**config.mk**
```make
export PLATFORM = sky130hd
export DESIGN_NAME = imem_boot_loader_flat
export DESIGN_NICKNAME = d
export VERILOG_FILES = /design/src/rtl/imem_boot_loader_if.sv /design/src/rtl/imem_boot_loader.sv /design/src/flat_wrapper.sv
export SDC_FILE = /design/constraint.sdc
export NUM_CORES = 1
export LEC_CHECK = 0
export CAP_MARGIN = 20
export CORE_MARGIN = 2
export CORE_UTILIZATION = 35
export CTS_BUF_LIST = sky130_fd_sc_hd__clkbuf_2 sky130_fd_sc_hd__clkbuf_4 sky130_fd_sc_hd__clkbuf_8
export CTS_CLUSTER_SIZE = 14
export DETAILED_ROUTE_END_ITERATION = 10
export SLEW_MARGIN = 40
export SYNTH_ARGS = -nofsm -noshare
export SYNTH_HDL_FRONTEND = slang
export SYNTH_SLANG_ARGS = --single-unit
```
**constraint.sdc**
```tcl
create_clock -name clk -period 2.35 [get_ports clk]
set_input_delay 0.235 -clock clk [delete_from_list [all_inputs] [get_ports clk]]
set_output_delay 0.235 -clock clk [all_outputs]
set_load 0.03 [all_outputs]
```
**src/rtl/imem_boot_loader_if.sv**
```systemverilog
// imem_boot_loader_if: byte-stream input and instruction-memory write bus of the boot loader
//  rx_data/rx_valid/rx_ready : host byte stream, byte taken when rx_valid & rx_ready
//  mem_we/mem_addr/mem_wdata : one-cycle word write into insMEM
//  master = host/memory side, slave = loader side
interface imem_boot_loader_if #(parameter int ADDR_W = 8) ();
   logic [7:0]        rx_data;
   logic              rx_valid;
   logic              rx_ready;
   logic              mem_we;
   logic [ADDR_W-1:0] mem_addr;
   logic [31:0]       mem_wdata;
   modport master (output rx_data, rx_valid, input rx_ready, mem_we, mem_addr, mem_wdata);
   modport slave (input rx_data, rx_valid, output rx_ready, mem_we, mem_addr, mem_wdata);
endinterface

```
**src/rtl/imem_boot_loader.sv**
```systemverilog
// imem_boot_loader: loads a length/payload/checksum byte frame into insMEM and holds the core until verified
//  clk, arst    : clock, synchronous active-high reset
//  start        : begin load (honoured in IDLE, DONE, ERROR)
//  bus          : byte stream in, instruction-memory write port out
//  core_hold    : 1 keeps the core in reset
//  done, error  : image verified / bad length or checksum
//  words_loaded : words written in the current load
module imem_boot_loader #(
   parameter int DEPTH_WORDS = 256,
   parameter int ADDR_W      = $clog2(DEPTH_WORDS)
) (
   input  logic                clk,
   input  logic                arst,
   input  logic                start,
   imem_boot_loader_if.slave   bus,
   output logic                core_hold,
   output logic                done,
   output logic                error,
   output logic [15:0]         words_loaded
);
   typedef enum logic [2:0] {IDLE, LEN_LO, LEN_HI, DATA, CSUM, DONE, ERROR} state_t;
   state_t            state, state_n;
   logic [7:0]        len_lo, acc;
   logic [15:0]       lval;
   logic [1:0]        bcnt;
   logic [ADDR_W-1:0] widx, last;
   logic [23:0]       asm_w;
   logic              take, go;
   // rx_ready mirrors the active states, so a take can only happen in LEN_LO..CSUM
   always_comb begin
      take = bus.rx_valid & bus.rx_ready;
      go = start & (state == IDLE || state == DONE || state == ERROR);
      lval = {bus.rx_data, len_lo};
      state_n = go ? LEN_LO : !take ? state :
                state == LEN_LO ? LEN_HI :
                state == LEN_HI ? ((lval == '0 || lval > 16'(DEPTH_WORDS)) ? ERROR : DATA) :
                state == DATA ? ((bcnt == 2'd3 && widx == last) ? CSUM : DATA) :
                (bus.rx_data == acc ? DONE : ERROR);
   end
   always_ff @(posedge clk) state <= arst ? IDLE : state_n;
   // outputs are registered from the next state so they line up with the state register
   always_ff @(posedge clk) begin
      if (arst) begin
         bus.rx_ready <= 1'b0;
         bus.mem_we <= 1'b0;
         bus.mem_addr <= '0;
         bus.mem_wdata <= '0;
         core_hold <= 1'b1;
         done <= 1'b0;
         error <= 1'b0;
         words_loaded <= '0;
         len_lo <= '0;
         last <= '0;
         acc <= '0;
         bcnt <= '0;
         widx <= '0;
         asm_w <= '0;
      end else begin
         bus.rx_ready <= state_n inside {LEN_LO, LEN_HI, DATA, CSUM};
         done <= state_n == DONE;
         error <= state_n == ERROR;
         core_hold <= state_n != DONE;
         bus.mem_we <= take && state == DATA && bcnt == 2'd3;
         words_loaded <= go ? '0 : words_loaded + 16'(bus.mem_we);
         if (go) begin
            bcnt <= '0;
            widx <= '0;
            acc <= '0;
         end
         if (take && state == LEN_LO) len_lo <= bus.rx_data;
         if (take && state == LEN_HI) last <= ADDR_W'(lval - 16'd1);
         if (take && state == DATA) begin
            acc <= acc ^ bus.rx_data;
            bcnt <= bcnt + 2'd1;
            if (bcnt == 2'd3) begin
               // completed word moves to the holding register; asm_w is free for the next word
               bus.mem_wdata <= {bus.rx_data, asm_w};
               bus.mem_addr <= widx;
               widx <= widx + ADDR_W'(1);
            end else asm_w[8*bcnt +: 8] <= bus.rx_data;
         end
      end
   end
endmodule

```
**src/flat_wrapper.sv**
```systemverilog
// flat-port wrapper written by rule: the top's interface ports become plain ports
module imem_boot_loader_flat 
#(
   parameter int DEPTH_WORDS = 256,
   parameter int ADDR_W      = $clog2(DEPTH_WORDS)
)
  (clk, arst, start, core_hold, done, error, words_loaded, bus_rx_data, bus_rx_valid, bus_rx_ready, bus_mem_we, bus_mem_addr, bus_mem_wdata);
  imem_boot_loader_if #(.ADDR_W(ADDR_W)) bus_i ();
  input  logic clk;
  input  logic arst;
  input  logic start;
  output logic core_hold;
  output logic done;
  output logic error;
  output logic [15:0] words_loaded;
  input wire logic [$bits(bus_i.rx_data)-1:0] bus_rx_data;
  input wire logic [$bits(bus_i.rx_valid)-1:0] bus_rx_valid;
  output wire logic [$bits(bus_i.rx_ready)-1:0] bus_rx_ready;
  output wire logic [$bits(bus_i.mem_we)-1:0] bus_mem_we;
  output wire logic [$bits(bus_i.mem_addr)-1:0] bus_mem_addr;
  output wire logic [$bits(bus_i.mem_wdata)-1:0] bus_mem_wdata;
  assign bus_i.rx_data = bus_rx_data;
  assign bus_i.rx_valid = bus_rx_valid;
  assign bus_rx_ready = bus_i.rx_ready;
  assign bus_mem_we = bus_i.mem_we;
  assign bus_mem_addr = bus_i.mem_addr;
  assign bus_mem_wdata = bus_i.mem_wdata;
  imem_boot_loader #(.DEPTH_WORDS(DEPTH_WORDS), .ADDR_W(ADDR_W)) u_core (.clk(clk), .arst(arst), .start(start), .bus(bus_i), .core_hold(core_hold), .done(done), .error(error), .words_loaded(words_loaded));
endmodule
```
==> results.sh <==
export IMPL_outcome="completed"
export IMPL_port_buffers=72
export IMPL_crit_path_start="u_core.acc[3]$_SDFFE_PP0P_"
export IMPL_yosys_most_used_dff="dfxtp_1"
export IMPL_insertion_delay_ns=0.44
export IMPL_wl_per_cell_um=13.89
export IMPL_reg2reg_slack_ns=0.24
export IMPL_fin_ws_ns=0.2373
export IMPL_cp_required_ns=2.72
export IMPL_grt_pass1_vias=4448
export IMPL_drv_slew=0
export IMPL_grt_setup_unrepaired="false"
export IMPL_cts_buffers=17
export IMPL_hold_buffers=0
export IMPL_synth_edf_count=0
export IMPL_grt_pass1_wl_um=21240
export IMPL_drive_gt1_frac=0.09392
export IMPL_ant_nets=0
export IMPL_clock_skew_final_ns=0.008656
export IMPL_r2r_cells=6
export IMPL_synth_compound_area_frac=0.1253
export IMPL_cts_buffer_depth=2
export IMPL_cts_setup_buffers=0
export IMPL_start_util=0.3558
export IMPL_r2r_start="u_core.acc[3]$_SDFFE_PP0P_"
export IMPL_synth_top_area_cell="dfxtp_1"
export IMPL_drv_cap=0
export IMPL_antenna_found_initial=0
export IMPL_synth_avg_cell_area_um2=8.134
export IMPL_vias=4548
export IMPL_rr_endpoint="u_core.bus.rx_ready$_SDFF_PP0_"
export IMPL_grt_max_degree=52
export IMPL_yosys_top_cells_area="dfxtp_1 48%, nand2_1 9.9%, a21oi_1 7.9%"
export IMPL_drc=0
export IMPL_arrival_ns=2.48
export IMPL_gp_congestion=0.8646
export IMPL_fmax_mhz=473.3
export IMPL_final_core_util=0.4559
export IMPL_power_per_cell_area_mw_per_mm2=771.3
export IMPL_firstDrtPassIters=4
export IMPL_synthCells=631
export IMPL_finalSetupViolCount=0
export IMPL_ys_seq_area_frac=0.4759
export IMPL_hold_slack_ns=0.1914
export IMPL_yosysMostFrequentCell="nand2_1"
export IMPL_dr_first_iter_drc_count=336
export IMPL_min_path_type="in2reg"
export IMPL_async_reset_ff_frac=0
export IMPL_post_place_ws_ns=-0.1101
export IMPL_relSlewSlack=0.5761
export IMPL_crit_path_end_kind="flop"
export IMPL_fin_nets=732
export IMPL_io_pins=73
export IMPL_worst_pin_slew_ns=0.6343
export IMPL_netlist_area_mm2=0.005132
export IMPL_synthMuxAreaShare=0.01755
export IMPL_cts_sinks=122
export IMPL_power_leakage_nw=2.313
export IMPL_rows=44
export IMPL_cp_max_fo=3
export IMPL_cp_start_kind="flop"
export IMPL_synth_xor_area_frac=0.05290
export IMPL_antenna_cells=0
export IMPL_die_h_um=125.1
export IMPL_grt_total_usage=0.1654
export IMPL_min_period_ns=2.113
export IMPL_hold_viol_final=0
export IMPL_cts_root_buf="clkbuf_8"
export IMPL_vias_per_cell=5.009
export IMPL_ys_ff_latch=122
export IMPL_fin_crit_sh=0.8990
export IMPL_crit_end="u_core.bus.rx_ready$_SDFF_PP0_"
export IMPL_grt_overflow=0
export IMPL_cts_resized=0
export IMPL_synth_distinct_cells=50
export IMPL_synth_fa_ha_area_frac=0.02194
export IMPL_routed_wl_um=12610
export IMPL_yosysWarnings=0
export IMPL_hpwl_um=8896
export IMPL_syn_to_final_growth_pct=28.13
export IMPL_design_core_area_mm2=0.01442
export IMPL_cts_tree="built"
export IMPL_fill_cells=1459
export IMPL_synth_nets=652
export IMPL_htree_levels=4
export IMPL_clkTransAtPathRegs_ns=0.07
export IMPL_synth_top_family_by_area="simple AND/OR/NAND/NOR gates"
export IMPL_dieArea_mm2=0.01565
export IMPL_die_x_um=125.1
export IMPL_yosys_top_cells_count="135 x nand2_1, 122 x dfxtp_1, 81 x a21oi_1"
export IMPL_synth_top_area_frac=0.4759
export IMPL_synth_simple_area_share=0.2682
export IMPL_peakVddDrop_mv=0.4552
export IMPL_critPathKind="reg2reg"
placed cells by master (no fill, tap or decap), types with 2 or more instances in the layout:
cell             count
clkbuf_8            21
and3_1               5
xnor2_1             16
inv_1               10
nand3_1             37
o211ai_1             3
bufinv_16            4
nand2_1            135
clkdlybuf4s50_1     71
nor3_1               6
nor2_1              64
xor2_1              15
nand4_1              5
or3_1                6
buf_4               26
a21oi_1             81
ha_1                 9
nor4_2               2
mux2i_1              9
o21ai_0             11
dfxtp_1            122
clkinv_2             2
a211oi_1             6
nor3b_1              4
clkinvlp_4           2
or4_1                3
o2111ai_1            2
nor2b_1              7
nand2b_1             8
and2_1               4
final cells by class:
class / count / area, um^2 / share of cell area
clock inverter: 10 / 162.7 / 0.02473
clock buffer: 22 / 296.5 / 0.04509
inverter: 10 / 37.54 / 0.005708
timing repair buffer: 98 / 910.9 / 0.1385
sequential: 122 / 2442 / 0.3714
tap: 184 / 230.2 / 0.03501
multi-input combinational: 462 / 2496 / 0.3796
per-stage QoR:
stage          total power (W)  setup TNS [ns]  cells  cell area, um^2
2_1_floorplan         0.002757               0    631             5132
3_3_place_gp          0.002966        -0.09096    876             6117
3_5_place_dp          0.002989         -0.2066    876             6117
4_1_cts               0.005104               0    908             6576
5_1_grt               0.005296               0    908             6576
6_report              0.005072               0    908             6576
sequential cells by signal (all words and copies together) (netlist names):
name / flops
u_core.done: 1
u_core.acc: 8
u_core.len_lo: 8
u_core.error: 1
u_core.widx: 8
u_core.state: 3
u_core.asm_w: 24
u_core.bus.rx_ready: 1
u_core.bcnt: 2
u_core.bus.mem_addr: 8
u_core.bus.mem_we: 1
u_core.core_hold: 1
u_core.last: 8
u_core.bus.mem_wdata: 32
u_core.words_loaded: 16
critical path: stages (launching register included):
cell and delay, ns:
dfxtp_1 0.41, nor2b_4 0.06, or4_1 0.55, nor4_2 0.35
a2111oi_1 0.14, or3_1 0.35, o211ai_1 0.18
layer usage:
layer	vias to the layer above	global-route usage	part of all wire
met2	102	0.2781	0.48
met5	-	0	0
li1	2286	-	-
met3	20	0.04878	0.054
met1	2140	0.1996	0.45
met4	0	0.06405	0.019
where the power goes:
group          leakage [nW]  internal, W  switching (W)  total [W]
clock                 0.229      0.00128       0.000850    0.00213
combinational          1.10     0.000294       0.000410   0.000704
sequential            0.984      0.00214      0.0000998    0.00224
kinds of logic after synthesis:
| kind of cell | count (synthesis) |
|---|---|
| flops | 122 |
| simple gates | 298 |
| buf+inv | 47 |
| xor+xnor | 31 |
| compound gates | 115 |
| mux | 9 |
| fa+ha+maj | 9 |
worst min-delay path by stage:
stage | from | to | cells after the start
floorplan | u_core.asm_w[10]$_SDFFE_PP0P_ | u_core.asm_w[10]$_SDFFE_PP0P_ | 2
global placement | u_core.asm_w[2]$_SDFFE_PP0P_ | u_core.asm_w[2]$_SDFFE_PP0P_ | 2
detailed placement | u_core.asm_w[1]$_SDFFE_PP0P_ | u_core.asm_w[1]$_SDFFE_PP0P_ | 2
CTS | arst | u_core.state[0]$_SDFF_PP0_ | 2
global route | arst | u_core.state[1]$_SDFF_PP0_ | 2
finish | arst | u_core.state[1]$_SDFF_PP0_ | 2
Power figures use the tool's default switching activity.
